`src/rtl/uart_rx_calc.sv`:
```
`default_nettype none
// +----------------------------------------------------------------------------+
// | Module : uart_rx_calc                                                      |
// | 8N1 UART receiver with oversampled bit recovery and a valid/ready output   |
// | register, flagging sticky framing and overrun errors.                      |
// | Rev    : 1.0                                                               |
// +----------------------------------------------------------------------------+
module uart_rx_calc #(
  parameter int unsigned CLK_FREQ   = 100_000_000,
  parameter int unsigned BIT_RATE   = 9600,
  parameter int unsigned OVERSAMPLE = 16,
  parameter int unsigned N          = 8
) (
  input  logic         clk,
  input  logic         reset,
  input  logic         rxd_pin,
  output logic [N-1:0] rx_data,
  output logic         rx_valid,
  input  logic         rx_ready,
  output logic         frame_err,
  output logic         overrun,
  output logic         busy
);

  localparam int unsigned TICK_DIV = CLK_FREQ / (BIT_RATE * OVERSAMPLE);
  localparam int unsigned TW       = (TICK_DIV > 1)   ? $clog2(TICK_DIV)   : 1;
  localparam int unsigned SW       = (OVERSAMPLE > 1) ? $clog2(OVERSAMPLE) : 1;
  localparam int unsigned BW       = (N > 1)          ? $clog2(N)          : 1;

  localparam logic [TW-1:0] C_TICK_LAST = TW'(TICK_DIV - 1);
  localparam logic [SW-1:0] C_S_HALF    = SW'(OVERSAMPLE / 2 - 1);
  localparam logic [SW-1:0] C_S_LAST    = SW'(OVERSAMPLE - 1);
  localparam logic [BW-1:0] C_B_LAST    = BW'(N - 1);

  typedef enum logic [2:0] {
    S_IDLE  = 3'd0,
    S_START = 3'd1,
    S_DATA  = 3'd2,
    S_STOP  = 3'd3,
    S_BREAK = 3'd4
  } state_t;

  state_t          state_q, state_d;
  logic            sync1_q, rx_s_q;
  logic [TW-1:0]   tcnt_q;
  logic [SW-1:0]   s_cnt_q, s_cnt_d;
  logic [BW-1:0]   b_cnt_q, b_cnt_d;
  logic [N-1:0]    shreg_q, shreg_d;
  logic [N-1:0]    rx_data_q;
  logic            rx_valid_q, frame_err_q, overrun_q;
  logic            w_tick, w_tcnt_clr, w_deliver, w_stop_bad;

  // Synchroniser idles high so reset never looks like a start edge.
  always_ff @(posedge clk or negedge reset) begin
    if (!reset) begin
      sync1_q <= 1'b1;
      rx_s_q  <= 1'b1;
    end else begin
      sync1_q <= rxd_pin;
      rx_s_q  <= sync1_q;
    end
  end

  assign w_tick = (tcnt_q == C_TICK_LAST);

  always_ff @(posedge clk or negedge reset) begin
    if (!reset) begin
      tcnt_q <= '0;
    end else if (w_tcnt_clr || w_tick) begin
      tcnt_q <= '0;
    end else begin
      tcnt_q <= tcnt_q + TW'(1);
    end
  end

  always_ff @(posedge clk or negedge reset) begin
    if (!reset) begin
      state_q <= S_IDLE;
      s_cnt_q <= '0;
      b_cnt_q <= '0;
      shreg_q <= '0;
    end else begin
      state_q <= state_d;
      s_cnt_q <= s_cnt_d;
      b_cnt_q <= b_cnt_d;
      shreg_q <= shreg_d;
    end
  end

  always_comb begin
    state_d    = state_q;
    s_cnt_d    = s_cnt_q;
    b_cnt_d    = b_cnt_q;
    shreg_d    = shreg_q;
    w_tcnt_clr = 1'b0;
    w_deliver  = 1'b0;
    w_stop_bad = 1'b0;
    case (state_q)
      S_IDLE: begin
        if (!rx_s_q) begin
          state_d    = S_START;
          s_cnt_d    = '0;
          w_tcnt_clr = 1'b1;
        end
      end
      S_START: begin
        if (w_tick) begin
          if (s_cnt_q == C_S_HALF) begin
            if (rx_s_q) begin
              state_d = S_IDLE;
            end else begin
              state_d = S_DATA;
              s_cnt_d = '0;
              b_cnt_d = '0;
            end
          end else begin
            s_cnt_d = s_cnt_q + SW'(1);
          end
        end
      end
      S_DATA: begin
        if (w_tick) begin
          if (s_cnt_q == C_S_LAST) begin
            s_cnt_d = '0;
            shreg_d = {rx_s_q, shreg_q[N-1:1]};
            if (b_cnt_q == C_B_LAST) begin
              state_d = S_STOP;
            end else begin
              b_cnt_d = b_cnt_q + BW'(1);
            end
          end else begin
            s_cnt_d = s_cnt_q + SW'(1);
          end
        end
      end
      S_STOP: begin
        if (w_tick) begin
          if (s_cnt_q == C_S_LAST) begin
            s_cnt_d = '0;
            if (rx_s_q) begin
              w_deliver = 1'b1;
              state_d   = S_IDLE;
            end else begin
              w_stop_bad = 1'b1;
              state_d    = S_BREAK;
            end
          end else begin
            s_cnt_d = s_cnt_q + SW'(1);
          end
        end
      end
      // A held-low line after a bad stop bit must not start a new frame.
      S_BREAK: begin
        if (rx_s_q) begin
          state_d = S_IDLE;
        end
      end
      default: begin
        state_d = S_IDLE;
      end
    endcase
  end

  always_ff @(posedge clk or negedge reset) begin
    if (!reset) begin
      rx_data_q   <= '0;
      rx_valid_q  <= 1'b0;
      frame_err_q <= 1'b0;
      overrun_q   <= 1'b0;
    end else begin
      if (w_deliver) begin
        // A same-cycle handshake frees the register for the new byte.
        if (!rx_valid_q || rx_ready) begin
          rx_data_q  <= shreg_q;
          rx_valid_q <= 1'b1;
        end else begin
          overrun_q <= 1'b1;
        end
      end else if (rx_valid_q && rx_ready) begin
        rx_valid_q <= 1'b0;
      end
      if (w_stop_bad) begin
        frame_err_q <= 1'b1;
      end
    end
  end

  assign rx_data   = rx_data_q;
  assign rx_valid  = rx_valid_q;
  assign frame_err = frame_err_q;
  assign overrun   = overrun_q;
  assign busy      = (state_q != S_IDLE);

endmodule
`default_nettype wire

```
`config.mk`:
```
export PLATFORM = sky130hd
export DESIGN_NAME = uart_rx_calc
export DESIGN_NICKNAME = d
export VERILOG_FILES = /design/src/rtl/uart_rx_calc.sv
export SDC_FILE = /design/constraint.sdc
export NUM_CORES = 1
export LEC_CHECK = 0
export CORE_MARGIN = 3
export CORE_UTILIZATION = 57
export CTS_CLUSTER_SIZE = 40
export DETAILED_ROUTE_END_ITERATION = 12
export PLACE_DENSITY = 0.84
export SETUP_SLACK_MARGIN = 0.2
export SLEW_MARGIN = 20
export SYNTH_ARGS = -nofsm -noshare
export SYNTH_HDL_FRONTEND = slang
export SYNTH_SLANG_ARGS = --single-unit
```
`constraint.sdc`:
```
create_clock -name clk -period 2.6 [get_ports clk]
set_input_delay 0.39 -clock clk [delete_from_list [all_inputs] [get_ports clk]]
set_output_delay 0.39 -clock clk [all_outputs]
set_load 0.01 [all_outputs]
```
==> results.ini, run 1 <==
[cts]
cts_buffers=5
clk_pin_slew_ns=0.12
clk_latency_ns=0.35
cts_tree=yes
cts_resized=0
clock_sinks=41
htree_levels=2
clk_path_buf_depth=2
postCtsSetupRepairBufs=0
cts_root_buf=clkbuf_4
hold_buffers=0

[layout]
fillers=250
antenna_cells=0
layout-drive-gt1-share=0.183
nets=194
multi_input_area_um2=893
seq_area_um2=1030
syn_to_final_growth_pct=10.7

[synthesis]
synth_seq_cells=41
yosysTopAreaCell=dfrtp_1
syn-mean-instance-area_um2=11.8
synth_nets=179
synth_area_um2=2010
synth_commonest_cells=dfrtp_1 (39), nor2_1 (17), nand2_1 (15)
synth_cell_type_count=47
yosysTopAreaCellShare=0.487
async_flop_share=1.00
synth_edf_count=0
yosys_warnings=0
yosysMostFrequentCell=dfrtp_1
synth_area_leaders=dfrtp_1 (49%), mux2_4 (6.0%), mux2_2 (5.6%)
synthFlopType=dfrtp_1
ys_seq_area_frac=0.513
netlist_instances=170

[worst_setup_path]
path_max_fanout=11
critPathRequiredTime_ns=2.21
startpoint=state_q[0]
max_stage_delay_ns=0.52
r2r-start=tcnt_q[5]
worstSetupPathType=flip-flop to output port
critPathSlowestCell=dfrtp_1
rr_worst_depth=4
endpoint=busy
cp-end-kind=output port
reg2reg_to=rx_data[3]
rrSetupSlack_ns=0.54
cp.arrival_ns=1.75
start_kind=flip-flop
crit_chain=nor2_2 -> nand2_1 -> clkdlybuf4s50_1

[routing]
antenna_left=0
first_pass_iters=5
vias_per_cell=5.72
route.vias.total=1315
wl_per_cell_um=15.7
drc_errors=0
wirelength_um=3610
drt_iter0_drc=161

[power]
ir_worst_vdd_v=0.000358
leakage_nw=0.997
cellPowerDensity_nw_per_um2=480

[global_routing]
antenna_found_initial=0
grt_max_degree=42
track_usage=0.192
grt_overflow=0
grt_pass1_vias=1319
grt_pass1_wl_um=6220

[timing]
slew_violations=0
final.min_clock_period_ns=2.14
min_period_over_period=0.825
tightest_slew_ns=0.892
fmax_mhz=466
holdWs_ns=0.149
setup_tns_ns=0
timing_hold_violations_final=0
rsz0062_at_grt=false
final-setup-viol-count=0
max_slew_margin=0.406
fin_skew_ns=0.00886

[floorplan]
die_x_um=65.3
start_util=0.626
row_count=20
core_um2=3200
num_io_pins=16
die_h_um=65.3
die_area_um2=4270

[placement]
gp_congestion=0.878
io_buffers=15
hpwl_um=2520

[flow_run]
drv_cap=0

[status]
status=complete, no violations

[worst_hold_path]
hp-class=primary input to async pin

## kinds of logic after synthesis
group | synth area share
AO/OA/AOI/OAI | 0.0624
XOR/XNOR | 0.0393
adder cells (fa/ha/maj) | 0.0312
buffers and inverters | 0.0430
flip-flops | 0.513
multiplexers | 0.126
AND/OR/NAND/NOR | 0.185
## flip-flops by register name, summed over array words and instances (netlist names)
| name | cells |
|---|---|
| b_cnt_q | 3 |
| rx_s_q | 1 |
| shreg_q | 8 |
| state_q | 3 |
| tcnt_q | 10 |
| overrun | 1 |
| rx_valid | 1 |
| rx_data | 8 |
| frame_err | 1 |
| sync1_q | 1 |
| s_cnt_q | 4 |
## cells in the final DEF (no fill, tap or decap), types with 3 or more instances in the layout
| cell type | instances |
|---|---|
| dfrtp_1 | 39 |
| nand2b_1 | 3 |
| inv_1 | 6 |
| nand2_1 | 15 |
| o21bai_1 | 3 |
| nand3_1 | 10 |
| mux2_4 | 8 |
| mux2_2 | 10 |
| ha_1 | 5 |
| clkdlybuf4s50_1 | 14 |
| clkbuf_4 | 5 |
| xnor2_1 | 7 |
| nor2_1 | 16 |
## cell type report
class	instances	area share
clock buffers	6	0.0186
clock inverters	2	0.0158
repair buffers	15	0.0654
inverters	6	0.0101
multi-input cells	116	0.402
flip-flops and latches	41	0.463
well taps	44	0.0248
## through the flow
stage	power [mW]	setup slack (ns)	instance area, um^2	instances	utilization
after CTS	1.08	0.332	2220	230	0.693
final	1.07	0.455	2220	230	0.693
after floorplan	0.657	0.766	2010	170	-
after global routing	1.11	0.325	2220	230	0.693
after global placement	0.672	0.610	2140	222	0.669
after detailed placement	0.674	0.547	2140	222	0.669
## report_power, final
| group | switching [mW] | internal, mW |
|---|---|---|
| Combinational | 0.0131 | 0.00440 |
| Sequential | 0.00286 | 0.640 |
| Clock | 0.203 | 0.202 |
| Total | 0.219 | 0.846 |
## worst min-delay path by stage
| stage | from | to | slack [ns] |
|---|---|---|---|
| after global routing | reset | rx_data[7] | 0.19 |
| after CTS | reset | state_q[2] | 0.17 |
| after floorplan | reset | b_cnt_q[0] | 0.09 |
| final | reset | shreg_q[4] | 0.15 |
| after global placement | sync1_q | rx_s_q | 0.35 |
| after detailed placement | sync1_q | rx_s_q | 0.35 |
## critical path, delay by kind of cell, from the launching register on
kind	cells	cell delay [ns]
DFF	1	0.52
buffers and inverters	1	0.48
and+or+nand+nor	2	0.42
## routing by layer
metal / wire length (um) / global-route usage / vias to the layer above
li1: - / - / 630
met1: 1650 / 0.257 / 631
met2: 1760 / 0.298 / 43
met3: 145 / 0.0410 / 11
met4: 59 / 0.0907 / 0
met5: 0 / 0 / -
(Power assumes the default switching activity.)
==> run 2: changes to the inputs <==
Clock period 2.6 ns to 2.2 ns, I/O delays scaled along.
==> run 2 against run 1 <==
- clock skew is 0.0053 ns higher
- global-route usage is 0.15 points higher
- worst setup slack worse by 0.18 ns
- wire length is 2.4% lower
- combinational power is 18% higher
- die area stayed put
- critical path type unchanged
- critical endpoint unchanged
- largest power group unchanged
==> results.ini, run 2 (synthesis gave the netlist of run 1 again) <==
[status]
status=complete, no violations

[worst_setup_path]
cp.arrival_ns=1.60
reg2reg_to=rx_data[0]
start_kind=flip-flop
rrSetupSlack_ns=0.31
critPathRequiredTime_ns=1.87
rr_worst_depth=4
endpoint=busy
cp-end-kind=output port
startpoint=state_q[0]
worstSetupPathType=flip-flop to output port
path_max_fanout=11
r2r-start=tcnt_q[2]

[floorplan]
start_util=0.626
die_x_um=65.3
core_um2=3200
num_io_pins=16
row_count=20
die_area_um2=4270
die_h_um=65.3

[layout]
nets=197
top_register=tcnt_q
largest_reg_flops=10
syn_to_final_growth_pct=12.0
final_common_cell=dfrtp_1
layout-drive-gt1-share=0.228
multi_input_area_um2=912
seq_area_um2=1030
fillers=259
antenna_cells=0
mostFrequentLayoutCells=dfrtp_1 (36), nor2_1 (16), nand2_1 (15)

[cts]
cts_root_buf=clkbuf_4
clk_pin_slew_ns=0.12
clock_sinks=41
htree_levels=2
clk_latency_ns=0.35
clk_path_buf_depth=2
cts_tree=yes
hold_buffers=0
cts_buffers=5

[routing]
vias_per_cell=5.85
drc_errors=0
drt_iter0_drc=149
first_pass_iters=4
antenna_left=0
route.vias.total=1363
wl_per_cell_um=15.1
wirelength_um=3520

[placement]
gp_congestion=0.908
pre_cts_slack_ns=0.149
hpwl_um=2590
io_buffers=15

[timing]
fin_skew_ns=0.0142
final.min_clock_period_ns=1.93
finalWorstSetupSlack_ns=0.271
setup_tns_ns=0
fmax_mhz=519
tightest_slew_ns=0.887
max_slew_margin=0.409
final-setup-viol-count=0
slew_violations=0
min_period_over_period=0.877
rsz0062_at_grt=false
timing_hold_violations_final=0

[global_routing]
grt_pass1_wl_um=6310
grt_overflow=0
grt_pass1_vias=1383
grt_max_degree=42
track_usage=0.194
antenna_found_initial=0

[power]
leakage_nw=0.987
ir_worst_vdd_v=0.000436
cellPowerDensity_nw_per_um2=506
total_power_mw=1.14

[worst_hold_path]
hp-class=primary input to async pin

[flow_run]
drv_cap=0

==> run 2: cell count changes in the layout (fill, tap and decap cells not counted) <==
cell,previous run,this run
bufinv_16,1,0
clkinvlp_4,0,2
ha_2,0,1
nor4b_1,2,1
and3_4,0,1
ha_1,5,4
nor2_2,1,0
nor2_4,0,1
clkinv_2,1,0
dfrtp_1,39,36
and3_1,2,1
nor4b_2,0,1
buf_4,0,3
dfrtp_2,0,3
==> run 2: timing repair <==
item | in CTS | in global routing
endpoints found under the setup margin | 13 | 20
resized for setup | 2 | 7
setup buffers | 0 | 2
pin swaps | 0 | 2
==> run 2: final cells by class <==
cell class / count / share of cell area
Tap cell: 44 / 0.0245
Inverter: 6 / 0.0100
Clock buffer: 6 / 0.0184
Multi-Input combinational cell: 116 / 0.406
Timing Repair Buffer: 18 / 0.0747
Sequential cell: 41 / 0.460
Clock inverter: 2 / 0.00669
==> run 2: worst min-delay path by stage <==
stage	startpoint	end	depth (start not counted)
final	reset	tcnt_q[8]	1
after detailed placement	sync1_q	rx_s_q	0
after global routing	reset	rx_data[5]	1
after floorplan	reset	b_cnt_q[0]	0
after global placement	sync1_q	rx_s_q	0
after CTS	reset	tcnt_q[8]	1
==> run 2: worst max-delay path, cell delays in order (launching register included) <==
cell and delay (ns):
dfrtp_2 0.50, nor2_4 0.21, nand2_1 0.08, clkdlybuf4s50_1 0.48
==> run 2: where the power goes <==
part	total [mW]	switching (mW)	internal, mW	leakage [nW]
logic	0.0207	0.0155	0.00521	0.415
registers	0.760	0.00344	0.757	0.547
clock network	0.356	0.231	0.125	0.0245
total	1.14	0.250	0.887	0.987
==> run 2: metal layers <==
metal	up-vias	wire length, um	track usage
met1	672	1470	0.250
met2	43	1820	0.320
li1	638	-	-
met3	10	182	0.0444
met5	-	0	0
met4	0	51	0.0674
==> run 2: metrics by stage <==
| step | cell area [um^2] | cells | utilization | hold WS (ns) |
|---|---|---|---|---|
| 2_1_floorplan | 2010 | 170 | - | 0.0344 |
| 3_3_place_gp | 2150 | 223 | 0.671 | 0.346 |
| 3_5_place_dp | 2150 | 223 | 0.671 | 0.356 |
| 4_1_cts | 2210 | 231 | 0.690 | 0.111 |
| 5_1_grt | 2250 | 233 | 0.701 | 0.145 |
| 6_report | 2250 | 233 | 0.701 | 0.0881 |
==> run 3: changes to the inputs <==
Settings changed: CORE_UTILIZATION 57 to 35, PLACE_DENSITY 0.84 to 0.59.
==> run 3 against run 2 <==
- via count is 2.9% lower
- sequential share of layout area is 2.0 points lower
- cell area is 4.4% higher
- wire length is 6.6% higher
- first-iteration DRC count is 34% higher
- clock skew is 0.0084 ns lower
- critical endpoint is now rx_data[6]
- final cell count is 11% higher
- non-clock buffer count stayed put
==> results.ini, run 3 (synthesis gave the netlist of run 1 again) <==
[worst_hold_path]
hp-class=primary input to async pin

[worst_setup_path]
path_max_fanout=8
worstSetupPathType=flip-flop to flip-flop
critPathTopFamily=simple AND/OR/NAND/NOR gates
cp.arrival_ns=2.09
max_stage_delay_ns=0.46
crit_chain=nor4b_4 -> and3_1 -> and4_4 -> mux2_4
rrSetupSlack_ns=0.29
critPathSlowestCell=dfrtp_1
critPathRequiredTime_ns=2.38
cp-end-kind=flip-flop
start_kind=flip-flop
cp_num_buf_inv=0

[cts]
postCtsSetupRepairBufs=0
clock_sinks=41
clk_path_buf_depth=2
cts_root_buf=clkbuf_8
htree_levels=2
cts_buffers=5
hold_buffers=0
clk_pin_slew_ns=0.08
clk_latency_ns=0.29
cts_tree=yes

[timing]
final-setup-viol-count=0
max_slew_margin=0.404
rsz0062_at_grt=false
slew_violations=0
setup_tns_ns=0
holdWs_ns=0.162
fmax_mhz=524
min_period_over_period=0.867
tightest_slew_ns=0.894
final.min_clock_period_ns=1.91
timing_hold_violations_final=0
fin_skew_ns=0.00585

[placement]
gp_congestion=0.882
io_buffers=15
hpwl_um=2700
place_inst=251
placed_area_um2=2200

[layout]
top_register=tcnt_q
layout-drive-gt1-share=0.212
fillers=505
fin_cells=259
fin_area_um2=2340
mostFrequentLayoutCells=dfrtp_1 (38), nor2_1 (17), nand2_1 (15)
final_common_cell=dfrtp_1
largest_reg_flops=10
nets=197
syn_to_final_growth_pct=16.9
antenna_cells=0

[power]
leakage_nw=1.04
ir_worst_vdd_v=0.000379
cellPowerDensity_nw_per_um2=643
total_power_mw=1.51

[floorplan]
die_h_um=81.7
num_io_pins=16
core_um2=5340
start_util=0.376
row_count=26
die_x_um=81.7
die_area_um2=6670

[status]
status=complete, no violations

[global_routing]
antenna_found_initial=0
track_usage=0.126
grt_pass1_vias=1423
grt_pass1_wl_um=6490
grt_overflow=0
grt_max_degree=42

[routing]
route.vias.total=1324
wirelength_um=3760
first_pass_iters=4
drt_iter0_drc=199
drc_errors=0
wl_per_cell_um=14.5
vias_per_cell=5.11
antenna_left=0

[flow_run]
drv_cap=0

## run 3: changes by cell type in the layout (fill, tap and decap cells not counted), moves of 2 or more
cell,change
bufinv_16,+2
clkbuf_4,-5
clkbuf_8,+5
clkinvlp_4,-2
dfrtp_1,+2
dfrtp_2,-2
## run 3: final timing paths
kind,startpoint,end,depth (start not counted)
max,tcnt_q[5],rx_data[6],4
min,reset,tcnt_q[5],1
max reg2reg,tcnt_q[5],rx_data[6],4
min reg2reg,sync1_q,rx_s_q,0
max in group asynchronous,reset,state_q[2],1
min in group clk,sync1_q,rx_s_q,0
## run 3: metal layers
layer,wire [um],track usage,up-vias,part of all wire
li1,-,-,636,-
met1,1640,0.158,641,0.44
met2,1880,0.213,39,0.50
met3,170,0.0329,8,0.045
met4,59,0.0382,0,0.016
met5,0,0,-,0
## run 3: cell type report
class	count	area, um^2	area share
multi-input combinational	116	900	0.384
clock buffer	5	68.8	0.0293
sequential	41	1030	0.439
timing repair buffer	18	168	0.0715
inverter	6	22.5	0.00961
clock inverter	3	68.8	0.0293
tap	70	87.6	0.0374
## run 3: where the power goes
group          switching, mW  internal [mW]  leakage [nW]
sequential           0.00291          0.756         0.549
clock                  0.271          0.457        0.0687
combinational         0.0154        0.00520         0.417
## run 3: stage by stage
stage / util / setup WS, ns
after floorplan: - / 0.366
after global placement: 0.412 / 0.327
after detailed placement: 0.412 / 0.287
after CTS: 0.439 / 0.249
after global routing: 0.439 / 0.203
final: 0.439 / 0.293
## run 3: timing repair
item / 4_1_cts / 5_1_grt
endpoints found under the setup margin: 1 / 9
pin swaps: 1 / 0
resized for setup: 1 / 2
==> RTL edit, RTL diff (settings of run 2) <==
`shreg_q` no longer has a reset.
--- a/src/rtl/uart_rx_calc.sv
+++ b/src/rtl/uart_rx_calc.sv
@@ -80,3 +80,2 @@
       b_cnt_q <= '0;
-      shreg_q <= '0;
     end else begin
@@ -85,4 +84,7 @@
       b_cnt_q <= b_cnt_d;
-      shreg_q <= shreg_d;
     end
+  end
+
+  always_ff @(posedge clk) begin
+    shreg_q <= shreg_d;
   end
Function: same outputs for any inputs over 10 cycles, from zero or initial values and one cycle with reset low; that may be too few to reach the edited logic, so the function may still have changed.
==> RTL edit against run 2 <==
  * Area after synthesis fell by 1.9%
  * Power rose by 12%
  * Routed wire length rose by 16%
  * Setup slack got worse by 15 ps
  * Cell count rose by 0.86%
  * Design area rose by 4.2%
  * Register-to-register slack got worse by 50 ps
  * Sequential cell count did not move
  * Critical path type is now register to register
  * Largest cell class unchanged
  * Largest power group unchanged
==> RTL edit: results (changes against run 2) <==
* Synth warn at 0 (unchanged)
* Max Fanout on Critical Path at 6 (was 11)
* Num CTS Buffers at 5 (unchanged)
* Reg clk slew, reported paths at 120 ps (about the same)
* Outcome: finished, final reports clean (unchanged)
* Hold Crit Start: sync1_q
* Syn_area_per_cell at 12.1 sq um (was 11.8 sq um)
* Post-DP HPWL at 2770 microns (was 2590 microns)
* R2R Setup Slk at 260 ps (was 310 ps)
* Worst hold stages at 0
* WL met1 at 1610 microns (was 1470 microns)
* Lkg Pwr at 1.01 nW (was 0.987 nW)
* Mean routed wirelength per cell at 17.4 microns (was 15.1 microns)
* Worst reg2reg endpoint: state_q[2] (was rx_data[0])
* Slew headroom at 72.7% (was 40.9%)
* CP max stage cell: or4_1 (was dfrtp_2)
* WL final at 4090 microns (was 3520 microns)
* Clock Tree Root: clkbuf_4 (unchanged)
* Tot GR Track Use at 21.1% (was 19.4%)
* Via-to-Cell Ratio at 6.10 (was 5.85)
* DP Cell Count at 222 (was 223)
* Largest register by flop count: tcnt_q (unchanged)
* Highest routed layer: met4 (unchanged)
* WL met2 at 2140 microns (was 1820 microns)
* Initial DRC Count at 110 (was 149)
* Crit Reg-Reg Startpoint: tcnt_q[0] (was tcnt_q[2])
* Largest stage delay, worst path at 490 ps
* First-pass GRT wire length at 6600 microns (was 6310 microns)
* DR pass1 iterations at 6 (was 4)
* Synth top area cells: dfrtp_1 39%, edfxtp_1 12%, mux2_2 6.9% (was dfrtp_1 49%, mux2_4 6.0%, mux2_2 5.6%)
* Placed Area at 2200 sq um (was 2150 sq um)
* Max reg flops at 10 (unchanged)
* Initial antenna violation count at 0 (unchanged)
* NumNets Final at 199 (was 197)
* H-tree Lvls at 2 (unchanged)
* Number of flops mapped to enable cells by yosys at 8 (was 0)
* RePlAce Congestion at 0.884 (was 0.908)
* Largest net degree at the start of global routing at 34 (was 42)
* Hold Path Class: register to register (was input pin to async pin)
* Hold Crit Endpoint: rx_s_q
* Net Count, Synth at 171 (was 179)
* Share of cells above drive strength 1 at 24.6% (was 22.8%)
* Seq/Total Area, Yosys at 54.3% (was 51.3%)
* Max VDD drop at 386 uV (was 436 uV)
* Synth cell count leaders: 31 x dfrtp_1, 13 x nor2_1, 12 x mux2_2 (was 39 x dfrtp_1, 17 x nor2_1, 15 x nand2_1)
* Routed wl met3 at 214 microns (was 182 microns)
* R2R cell count at 7 (was 4)
* Final Skew at 16.2 ps (was 14.2 ps)
* Vias in the first global route at 1442 (was 1383)
* Crit path max-delay family: simple AND/OR/NAND/NOR gates (was flip-flops)
* Unique masters post-synth at 47 (unchanged)
* # diodes at 0 (unchanged)
* CP arrival at 2220 ps (was 1600 ps)
* Ys async rst share at 80.5% (was 100%)
==> RTL edit: kinds of logic after synthesis <==
family	after synthesis	synth area share [%]
compound gates	29	11.8
fa+ha+maj	5	3.18
simple gates	54	17.4
xor+xnor	9	4.01
buf+inv	12	2.48
flops	41	54.3
mux	12	6.87
==> RTL edit: power breakdown <==
part / internal, W / switching [W]
clock: 0.000237 / 0.000231
combinational: 0.00000933 / 0.0000147
sequential: 0.000775 / 0.00000274
total: 0.00102 / 0.000248
==> RTL edit: routing by layer <==
layer	up-vias	GRT usage, %
li1	651	-
met1	709	23.4
met2	59	37.2
met3	15	5.72
met4	0	9.76
met5	-	0
==> RTL edit: stage by stage <==
step | power [W] | hold slack, ps | setup WS, ps
finish | 0.00127 | 363 | 257
global route | 0.00132 | 371 | 184
CTS | 0.00128 | 364 | 234
detailed placement | 0.000817 | 349 | 167
global placement | 0.000817 | 346 | 309
floorplan | 0.000797 | 34.4 | 404
==> RTL edit: what timing repair did <==
item,CTS,global route
resized for setup,3,2
setup endpoints to repair,9,15
pin swaps,1,1
buffers inserted,2,3
==> RTL edit: layout make-up <==
class | instances | area, sq um
sequential | 41 | 1070
multi-input combinational | 109 | 865
clock inverter | 2 | 33.8
fill | 203 | 838
clock buffer | 6 | 41.3
inverter | 6 | 22.5
tap | 44 | 55.1
timing repair buffer | 27 | 251
==> RTL edit: worst max path at each step <==
stage,startpoint,endpoint,depth (start not counted),slack [ps]
6_report,tcnt_q[0],state_q[2],7,260
5_1_grt,tcnt_q[0],state_q[2],7,180
4_1_cts,tcnt_q[0],s_cnt_q[1],7,230
3_5_place_dp,tcnt_q[0],rx_data[5],6,170
3_3_place_gp,tcnt_q[0],rx_data[5],6,310
2_1_floorplan,tcnt_q[0],rx_data[0],6,400
